[src/rtl/register_file.sv]
// Multi-entry register file: one write port, two registered read ports with
// write-first bypass, and a sequenced bulk-clear engine that walks every entry.
module register_file #(
    parameter int                 WIDTH       = 8,
    parameter int                 DEPTH       = 8,
    parameter logic [WIDTH-1:0]   RESET_VALUE = '0,
    localparam int                AW          = $clog2(DEPTH)
) (
    input  logic             clk,
    input  logic             reset,
    input  logic             we,
    input  logic [AW-1:0]    waddr,
    input  logic [WIDTH-1:0] wdata,
    input  logic [AW-1:0]    raddr_a,
    input  logic [AW-1:0]    raddr_b,
    output logic [WIDTH-1:0] rdata_a,
    output logic [WIDTH-1:0] rdata_b,
    input  logic             clr_req,
    output logic             busy,
    output logic             clr_done
);

    typedef enum logic {
        IDLE,
        CLEAR
    } state_t;

    localparam logic [AW:0]   DEPTH_W = (AW + 1)'(DEPTH);
    localparam logic [AW-1:0] LAST    = AW'(DEPTH - 1);

    state_t           state_q, state_d;
    logic [AW-1:0]    cnt_q, cnt_d;
    logic             busy_q, busy_d;
    logic             done_q, done_d;
    logic [WIDTH-1:0] rdata_a_q, rdata_a_d;
    logic [WIDTH-1:0] rdata_b_q, rdata_b_d;
    logic [WIDTH-1:0] mem_q [DEPTH];
    logic [WIDTH-1:0] mem_d [DEPTH];

    // Single effective write per cycle: either the external port or the clear engine.
    logic             wr_en;
    logic [AW-1:0]    wr_addr;
    logic [WIDTH-1:0] wr_data;

    always_comb begin
        state_d = state_q;
        cnt_d   = cnt_q;
        busy_d  = busy_q;
        done_d  = 1'b0;
        wr_en   = 1'b0;
        wr_addr = waddr;
        wr_data = wdata;
        case (state_q)
            IDLE: begin
                wr_en = we && ({1'b0, waddr} < DEPTH_W);
                if (clr_req) begin
                    state_d = CLEAR;
                    cnt_d   = '0;
                    busy_d  = 1'b1;
                end
            end
            CLEAR: begin
                wr_en   = 1'b1;
                wr_addr = cnt_q;
                wr_data = RESET_VALUE;
                if (cnt_q == LAST) begin
                    state_d = IDLE;
                    busy_d  = 1'b0;
                    done_d  = 1'b1;
                end else begin
                    cnt_d = cnt_q + 1'b1;
                end
            end
            default: state_d = IDLE;
        endcase
    end

    // Write-first read: a write landing on the same edge wins over stored content.
    function automatic logic [WIDTH-1:0] read_port(input logic [AW-1:0] addr);
        logic [WIDTH-1:0] val;
        val = '0;
        if (wr_en && (wr_addr == addr)) begin
            val = wr_data;
        end else if ({1'b0, addr} < DEPTH_W) begin
            val = mem_q[addr];
        end
        return val;
    endfunction

    always_comb begin
        rdata_a_d = read_port(raddr_a);
        rdata_b_d = read_port(raddr_b);
    end

    genvar gi;
    generate
        for (gi = 0; gi < DEPTH; gi++) begin : g_entry
            assign mem_d[gi] = (wr_en && (wr_addr == AW'(gi))) ? wr_data : mem_q[gi];

            always_ff @(posedge clk) begin
                if (!reset) begin
                    mem_q[gi] <= RESET_VALUE;
                end else begin
                    mem_q[gi] <= mem_d[gi];
                end
            end
        end
    endgenerate

    always_ff @(posedge clk) begin
        if (!reset) begin
            state_q   <= IDLE;
            cnt_q     <= '0;
            busy_q    <= 1'b0;
            done_q    <= 1'b0;
            rdata_a_q <= RESET_VALUE;
            rdata_b_q <= RESET_VALUE;
        end else begin
            state_q   <= state_d;
            cnt_q     <= cnt_d;
            busy_q    <= busy_d;
            done_q    <= done_d;
            rdata_a_q <= rdata_a_d;
            rdata_b_q <= rdata_b_d;
        end
    end

    assign rdata_a  = rdata_a_q;
    assign rdata_b  = rdata_b_q;
    assign busy     = busy_q;
    assign clr_done = done_q;

endmodule

[config.mk]
export PLATFORM = sky130hd
export DESIGN_NAME = register_file
export DESIGN_NICKNAME = d
export VERILOG_FILES = /design/src/rtl/register_file.sv
export SDC_FILE = /design/constraint.sdc
export NUM_CORES = 1
export LEC_CHECK = 0
export ABC_AREA = 1
export CORE_MARGIN = 5
export CORE_UTILIZATION = 61
export DETAILED_ROUTE_END_ITERATION = 8
export GPL_ROUTABILITY_DRIVEN = 0
export HOLD_SLACK_MARGIN = 0.08
export PLACE_DENSITY = 0.82
export RECOVER_POWER = 50
export SETUP_SLACK_MARGIN = 0.15
export SLEW_MARGIN = 30
export SYNTH_ARGS = -nofsm -noshare
export SYNTH_HDL_FRONTEND = slang
export SYNTH_SLANG_ARGS = --single-unit
[constraint.sdc]
create_clock -name clk -period 3.5 [get_ports clk]
set_input_delay 0.35 -clock clk [delete_from_list [all_inputs] [get_ports clk]]
set_output_delay 0.35 -clock clk [all_outputs]
set_load 0.02 [all_outputs]
# [Word level (Yosys, flattened, before mapping)]
# Memories as Yosys holds them, arrays and structs flattened.
# Cells that the tools add are included.
[totals] memories=1 regBits=22 input_bits=21 out_inout_bits=18 ramBits=64
[mem_list] memory="mem_q" depth=8 word_bits=8 read_ports=2 rd_ports_with_merged_regs=0 write_ports=8 line_no="37" source="logic [WIDTH-1:0] mem_q [DEPTH];"
[op_classes] n_eq_ne=21 addsub=1 reduce_logical=22 n_mux=33 bitwise_logic=9
[ops] operator="$mux 8" count=19
[ops] operator="$reduce_and 2->1" count=11
[ops] operator="$eq 3x3->1 const B" count=5
[ops] operator="$logic_and 1x1->1" count=10
[ops] operator="$mux 3" count=3
[ops] operator="$ne 1x1->1 const B" count=8
[ops] operator="$or 1x1->1" count=8
[ops] operator="$mux 1" count=7
[ops] operator="$eq 3x2->1 const B" count=2
[ops] operator="$eq 3x3->1" count=2
[ops] operator="$pmux 1 s2" count=3
[ops] operator="$pmux 3 s2" count=1
[ops] operator="$ne 2x2->1 const B" count=2
[ops] operator="$add 3x1->3 const B" count=1
[ops] operator="$eq 3x1->1 const B" count=1
[ops] operator="$logic_not 3->1" count=1
[ops] operator="$ne 2x1->1 const B" count=1
[ops] operator="$not 1->1" count=1

# [Logic depth before layout (Yosys ltp)]
# Gate-level depths: netlist of the first run.
[depth] ltp_word=6 mapped_depth=11 ltp_nobuf=9

# [Least setup slack after synthesis of the first run]
# Ideal clock, no wire load.
[synth_timing] path_type="reg-to-reg" startpoint="register state_q" endpoint="memory mem_q[1][0] (enable)" setup_ns=0.329 path_stages_with_launch=8 period_less_slack_ns=1.515 path_slack_ns=1.985 arrival_time_ns=1.186 cell_sequence="dfxtp_1 buf_6 inv_6 nand2_2 nand2_2 nor2_4 nand2_1 nand2_1"
[synth_rtl] element="from (decl)" line_no="31" source="state_t state_q, state_d;"
[synth_rtl] element="from (signal assigned)" line_no="119" source="state_q <= state_d;"
[synth_rtl] element="to (decl)" line_no="37"

# [Worst setup path after layout of the first run]
[layout_timing] startpoint="input port raddr_a[1]" endpoint="register rdata_a_q[4] (netlist: rdata_a[4])"
[layout_between] elab_chain_cells=3 elab_cells_between_ends=4 classes_between="1 x eq/ne; 1 x mux; 1 x reduce/logical; 1 x memory"
[layout_rtl] element="from (decl)" line_no="14" source="input logic [AW-1:0] raddr_a,"
[layout_rtl] element="branches (longest 2 deep; another with $mem_v2 8x8)"
[layout_rtl] element="$mux 8 (*)" line_no="82" source="if (wr_en && (wr_addr == addr)) begin"
[layout_rtl] element="to (signal assigned)" line_no="123" source="rdata_a_q <= rdata_a_d;"
[layout_rtl] element="to (decl)" line_no="35" source="logic [WIDTH-1:0] rdata_a_q, rdata_a_d;"
# Mark *: on every way between the ends.
# A chain may end at the register's enable or synchronous reset.

==> impl_metrics.yaml, run 1 <==
status:
  status: "finished, violations left"
  failed_checks: "max-capacitance violations, max-slew violations"
power_and_ir_drop:
  p_sw_frac: 0.316
  power_frac_seq: 0.508
  p_leak_nw: 2.40
  power_mw: 2.37
  ir_drop_v: 0.000250
  power.share.combinational: 0.201
  p_int_mw: 1.62
  power.switching_uw: 748
  power-per-cell-area_mw_per_mm2: 439
  p_clk_frac: 0.291
routing:
  wl_per_cell_um: 17.9
  vias_per_cell: 5.90
  firstDrtPassIters: 7
  drt_iter0_drc: 596
  ant_nets: 0
  drc: 0
  wl_mm: 13.9
  num_vias: 4566
clock_tree:
  cts_made_buffers: 9
  cts_resized: 0
  clockBufferDepth: 2
  clock_latency_ps: 370
  root_buffer: "clkbuf_8"
  clock_sinks: 86
  cts_tree: "done"
  cts_setup_buffers: 0
  htree_levels: 3
  clkTransAtPathRegs_ps: 90
  cts_hold_buffers: 0
synth:
  synth-main-ff-cell: "edfxtp_1"
  synthArstFlopShare: 0
  syn_area_mm2: 0.00495
  syn_inst: 644
  synth_seq_cells: 86
  syn_avg_cell_area_um2: 7.69
  synth_edf_count: 64
  ys_types: 26
  yosysSeqAreaShare: 0.477
  yosysWarnings: 0
  synth_nets: 667
floorplanning:
  ios: 39
  die_y_um: 100
  die_w_um: 100
  start_util: 0.634
  die-area_mm2: 0.0100
  num_rows: 32
  core_mm2: 0.00781
setup_path:
  worstPathBufferInverterCount: 3
  end_kind: "flip-flop"
  crit_arrival_ps: 2420
  start_kind: "input pin"
  crit_top_cell: "nand2_1"
  cp_top_family: "buffers and inverters"
  required_ps: 3770
  critical_path.max_stage_delay_ps: 500
  crit_slowest_cell: "clkinv_1"
  crit_fanout: 18
  cp_cell_sequence: "clkdlybuf4s50_1 -> buf_4 -> clkinv_1 -> nand2_1 -> nand2_1 -> nor2_4 -> nand3_1 -> nand2_1 -> nor2_1"
  crit_type: "in2reg"
global_routing:
  grtUsageTotal: 0.292
  grt_pass1_wl_mm: 22.4
  grt_pass1_vias: 4438
  antenna_found_initial: 0
  grt_overflow: 0
  grt_max_degree: 38
cells_and_area:
  fin_cells: 774
  syn_to_final_growth_pct: 9.02
  postLayoutCellArea_mm2: 0.00540
  layout-drive-gt1-share: 0.0848
  fin_nets: 690
  fin_util: 0.692
  num_antenna_cells: 0
place:
  post_dp_cell_area_mm2: 0.00531
  io_buffers: 38
  dp.cells: 758
  dp_hpwl_mm: 9.71
  dp_slack_ps: 1030
sta:
  rsz0062_at_grt: "no"
  setup_slack_ps: 1350
  hold_slack_ps: 497
  max-slew-margin-rel: -0.0678
  final-hold-violation-count: 0
  tns_ps: 0
  worst_pin_slew_ps: 1600
  fin_crit_sh: 0.613
  fin_skew_ps: 12.8
  drv_slew: 35
  max_freq_mhz: 466
  min_period_ps: 2150
  finalSetupViolations: 0
min_path:
  worst_hold_path_type: "reg2reg"
job:
  cap_violations: 1
## placed cells by master, fill, tap and decap left out, types with 8 or more instances in the layout
| cell type | Yosys | layout |
|---|---|---|
| a21oi_1 | 9 | 9 |
| clkbuf_8 | 0 | 9 |
| clkdlybuf4s50_1 | 0 | 19 |
| dfxtp_1 | 22 | 22 |
| dlygate4sd3_1 | 0 | 18 |
| edfxtp_1 | 64 | 64 |
| inv_1 | 29 | 29 |
| nand2_1 | 232 | 232 |
| nand2_2 | 8 | 8 |
| nand3_1 | 84 | 92 |
| nor2_1 | 106 | 106 |
| nor2_4 | 9 | 9 |
| o21ai_0 | 16 | 16 |
## final timing paths
| path | start | endpoint | slack [ps] | cells past startpoint |
|---|---|---|---|---|
| worst min register to register | busy | busy | 500 | 2 |
| worst max-delay path | raddr_a[1] | rdata_a[4] | 1350 | 9 |
| worst max register to register | state_q | mem_q[0][1] | 1570 | 6 |
| worst min-delay path | busy | busy | 500 | 2 |
## sequential cells by signal, summed over array words and instances (netlist names)
name	flops
rdata_a	8
rdata_b	8
clr_done	1
mem_q	64
busy	1
cnt_q	3
state_q	1
## synthesized netlist by cell type, types with 5 or more instances
cell type / number / area, µm²
a21oi_1: 9 / 45.0
nand3_2: 5 / 50.1
nor2_1: 106 / 398
inv_1: 29 / 109
nor2_4: 9 / 101
nand3_4: 8 / 140
buf_2: 21 / 105
edfxtp_1: 64 / 1920
nand3_1: 84 / 420
nand2_2: 8 / 50.1
nand2_1: 232 / 871
dfxtp_1: 22 / 440
inv_2: 7 / 26.3
o21ai_0: 16 / 80.1
## layer usage
layer  global-route usage  vias to the layer above  part of all wire
met1                0.383                     2051              0.37
li1                     -                     2122                 -
met3               0.0570                       81              0.11
met5                    0                        -                 0
met2                0.459                      312              0.47
met4                0.151                        0             0.052
## worst register-to-register path, cell delays in order, from the launching register on
cell and delay, ps:
dfxtp_1 580, inv_6 140, nand2_2 120, nand2_2 90
nor2_4 280, nand2_1 100, nand2_1 280
## power by group through the flow
stage | clock network [mW] | logic (mW) | registers (mW)
floorplan | 0 | 0.317 | 1.24
global placement | 0 | 0.472 | 1.23
global route | 0.732 | 0.520 | 1.21
detailed placement | 0 | 0.486 | 1.23
finish | 0.690 | 0.475 | 1.20
CTS | 0.690 | 0.488 | 1.20
## kinds of logic (layout without fill, tap and decap cells)
logic type | Yosys count | after routing | share of synthesized area
simple gates | 460 | 460 | 0.425
flops | 86 | 86 | 0.477
buf+inv | 69 | 97 | 0.0662
compound gates | 27 | 27 | 0.0273
fa+ha+maj | 2 | 2 | 0.00505
## layout make-up
type	instances	area (µm²)
clock buffer	11	154
clock inverter	5	37.5
fill	657	2410
inverter	39	151
multi-input combinational	489	2160
sequential	86	2360
tap	102	128
timing repair buffer	42	404
No activity file was read; power rests on OpenSTA's default activity.
==> run 2: changes to the inputs <==
Settings changed: CORE_UTILIZATION 61 to 53, PLACE_DENSITY 0.82 to 0.75.
Clock period 3.5 ns to 1.9 ns, I/O delays scaled along.
==> run 2 against run 1 <==
The flow now finishes without violations. Setup slack got worse by 1100 ps. Cell count rose by 4.9%. Power rose by 92%. Clock skew fell by 2.0 ps. Critical endpoint is now mem_q[7][3]. Highest routed layer unchanged.
==> impl_metrics.yaml, run 2 (same netlist as run 1, synthesis figures left out) <==
setup_path:
  cp_cell_sequence: "nand2_1 -> nand2_4 -> inv_1 -> nor2_4 -> buf_4 -> nand3_1 -> nor2_1"
  critical_path.max_stage_delay_ps: 450
  required_ps: 2110
  reg2reg_slack_ps: 210
  crit_slowest_cell: "dfxtp_2"
  crit_type: "reg2reg"
  crit_fanout: 8
  cp_top_family: "simple AND/OR/NAND/NOR gates"
  r2r-start: "state_q"
  reg2regPathDepth: 7
  worstPathBufferInverterCount: 2
  crit_arrival_ps: 1910
  critical_path_cell_count: 7
  regToRegEndpoint: "mem_q[7][3]"
  end_kind: "flip-flop"
  start_kind: "flip-flop"
floorplanning:
  num_rows: 35
  ios: 39
  die_w_um: 107
  start_util: 0.539
  die_y_um: 107
  die-area_mm2: 0.0114
  core_mm2: 0.00920
place:
  io_buffers: 38
  dp_hpwl_mm: 10.3
  post_dp_cell_area_mm2: 0.00560
  dp_slack_ps: 43.9
global_routing:
  antenna_found_initial: 0
  grt_overflow: 0
  grt_max_degree: 37
  grt_pass1_wl_mm: 23.0
  grt_pass1_vias: 4474
  grtUsageTotal: 0.262
routing:
  firstDrtPassIters: 5
  wl_per_cell_um: 17.5
  num_vias: 4565
  drt_iter0_drc: 532
  vias_per_cell: 5.62
  drc: 0
  ant_nets: 0
  wl_mm: 14.2
sta:
  fin_crit_sh: 0.891
  max-slew-margin-rel: 0.694
  finalSetupViolations: 0
  max_freq_mhz: 591
  min_period_ps: 1690
  worst_pin_slew_ps: 459
  tns_ps: 0
  drv_slew: 0
  fin_skew_ps: 10.7
  final-hold-violation-count: 0
  setup_slack_ps: 207
  rsz0062_at_grt: "no"
power_and_ir_drop:
  p_leak_nw: 2.56
  power-per-cell-area_mw_per_mm2: 794
  ir_drop_v: 0.000383
min_path:
  hold_depth: 3
  whs_endpoint: "busy"
  hp-start: "clr_req"
  worst_hold_path_type: "in2reg"
clock_tree:
  cts_hold_buffers: 0
  htree_levels: 3
  clock_latency_ps: 370
  root_buffer: "clkbuf_8"
  cts_tree: "done"
  clock_sinks: 86
  clkTransAtPathRegs_ps: 100
  clockBufferDepth: 2
  cts_made_buffers: 9
cells_and_area:
  final_cell_mix: "nand2_1 (231), nor2_1 (108), nand3_1 (88), edfxtp_1 (64), inv_1 (30)"
  regMostFlops: "mem_q"
  layout-drive-gt1-share: 0.126
  fin_nets: 719
  postLayoutCellArea_mm2: 0.00573
  syn_to_final_growth_pct: 15.7
  fin_util: 0.623
  num_antenna_cells: 0
  largest_reg_flops: 64
  final_common_cell: "nand2_1"
job:
  cap_violations: 0
status:
  status: "complete, no violations"
==> run 2: layout make-up <==
class | count | area [µm²]
clock inverter | 7 | 80.1
tap | 111 | 139
timing repair buffer | 71 | 682
fill | 832 | 3460
sequential | 86 | 2360
inverter | 39 | 151
multi-input combinational | 489 | 2190
clock buffer | 9 | 124
==> run 2: power breakdown <==
part | total (mW) | internal [mW] | switching (mW)
Clock | 1.36 | 0.627 | 0.737
Sequential | 2.22 | 2.15 | 0.0671
Combinational | 0.971 | 0.340 | 0.631
Total | 4.55 | 3.12 | 1.44
==> run 2: metrics by stage <==
| step | instances | hold slack (ps) | power (mW) |
|---|---|---|---|
| 3_5_place_dp | 796 | 485 | 3.25 |
| 3_3_place_gp | 796 | 449 | 3.22 |
| 2_1_floorplan | 644 | 360 | 2.86 |
| 6_report | 812 | 422 | 4.55 |
| 5_1_grt | 812 | 445 | 4.76 |
| 4_1_cts | 812 | 416 | 4.59 |
==> run 2: repair_timing <==
action	in CTS	in global routing
endpoints found under the setup margin	64	38
setup buffers	0	0
gates resized for setup	1	5
==> run 2: routing by layer <==
layer  share of wire  global-route usage  vias up
met4           0.039               0.121        0
met3           0.080              0.0446       49
li1                -                   -     2172
met5               0                   0        -
met2            0.48               0.427      225
met1            0.40               0.342     2119
==> run 2: worst reg2reg max path, stage by stage (launching register included) <==
cell and delay (ps):
dfxtp_2 450, nand2_1 160, nand2_4 140, inv_1 110
nor2_4 130, buf_4 120, nand3_1 230, nor2_1 200
==> run 2: worst max path at each step <==
stage / from / to / slack (ps)
after floorplan: state_q / mem_q[1][0] / 390
after global placement: waddr[2] / mem_q[6][5] / 80
after detailed placement: waddr[2] / mem_q[4][3] / 40
after CTS: state_q / mem_q[0][4] / 190
after global routing: state_q / mem_q[1][3] / 90
final: state_q / mem_q[7][3] / 210
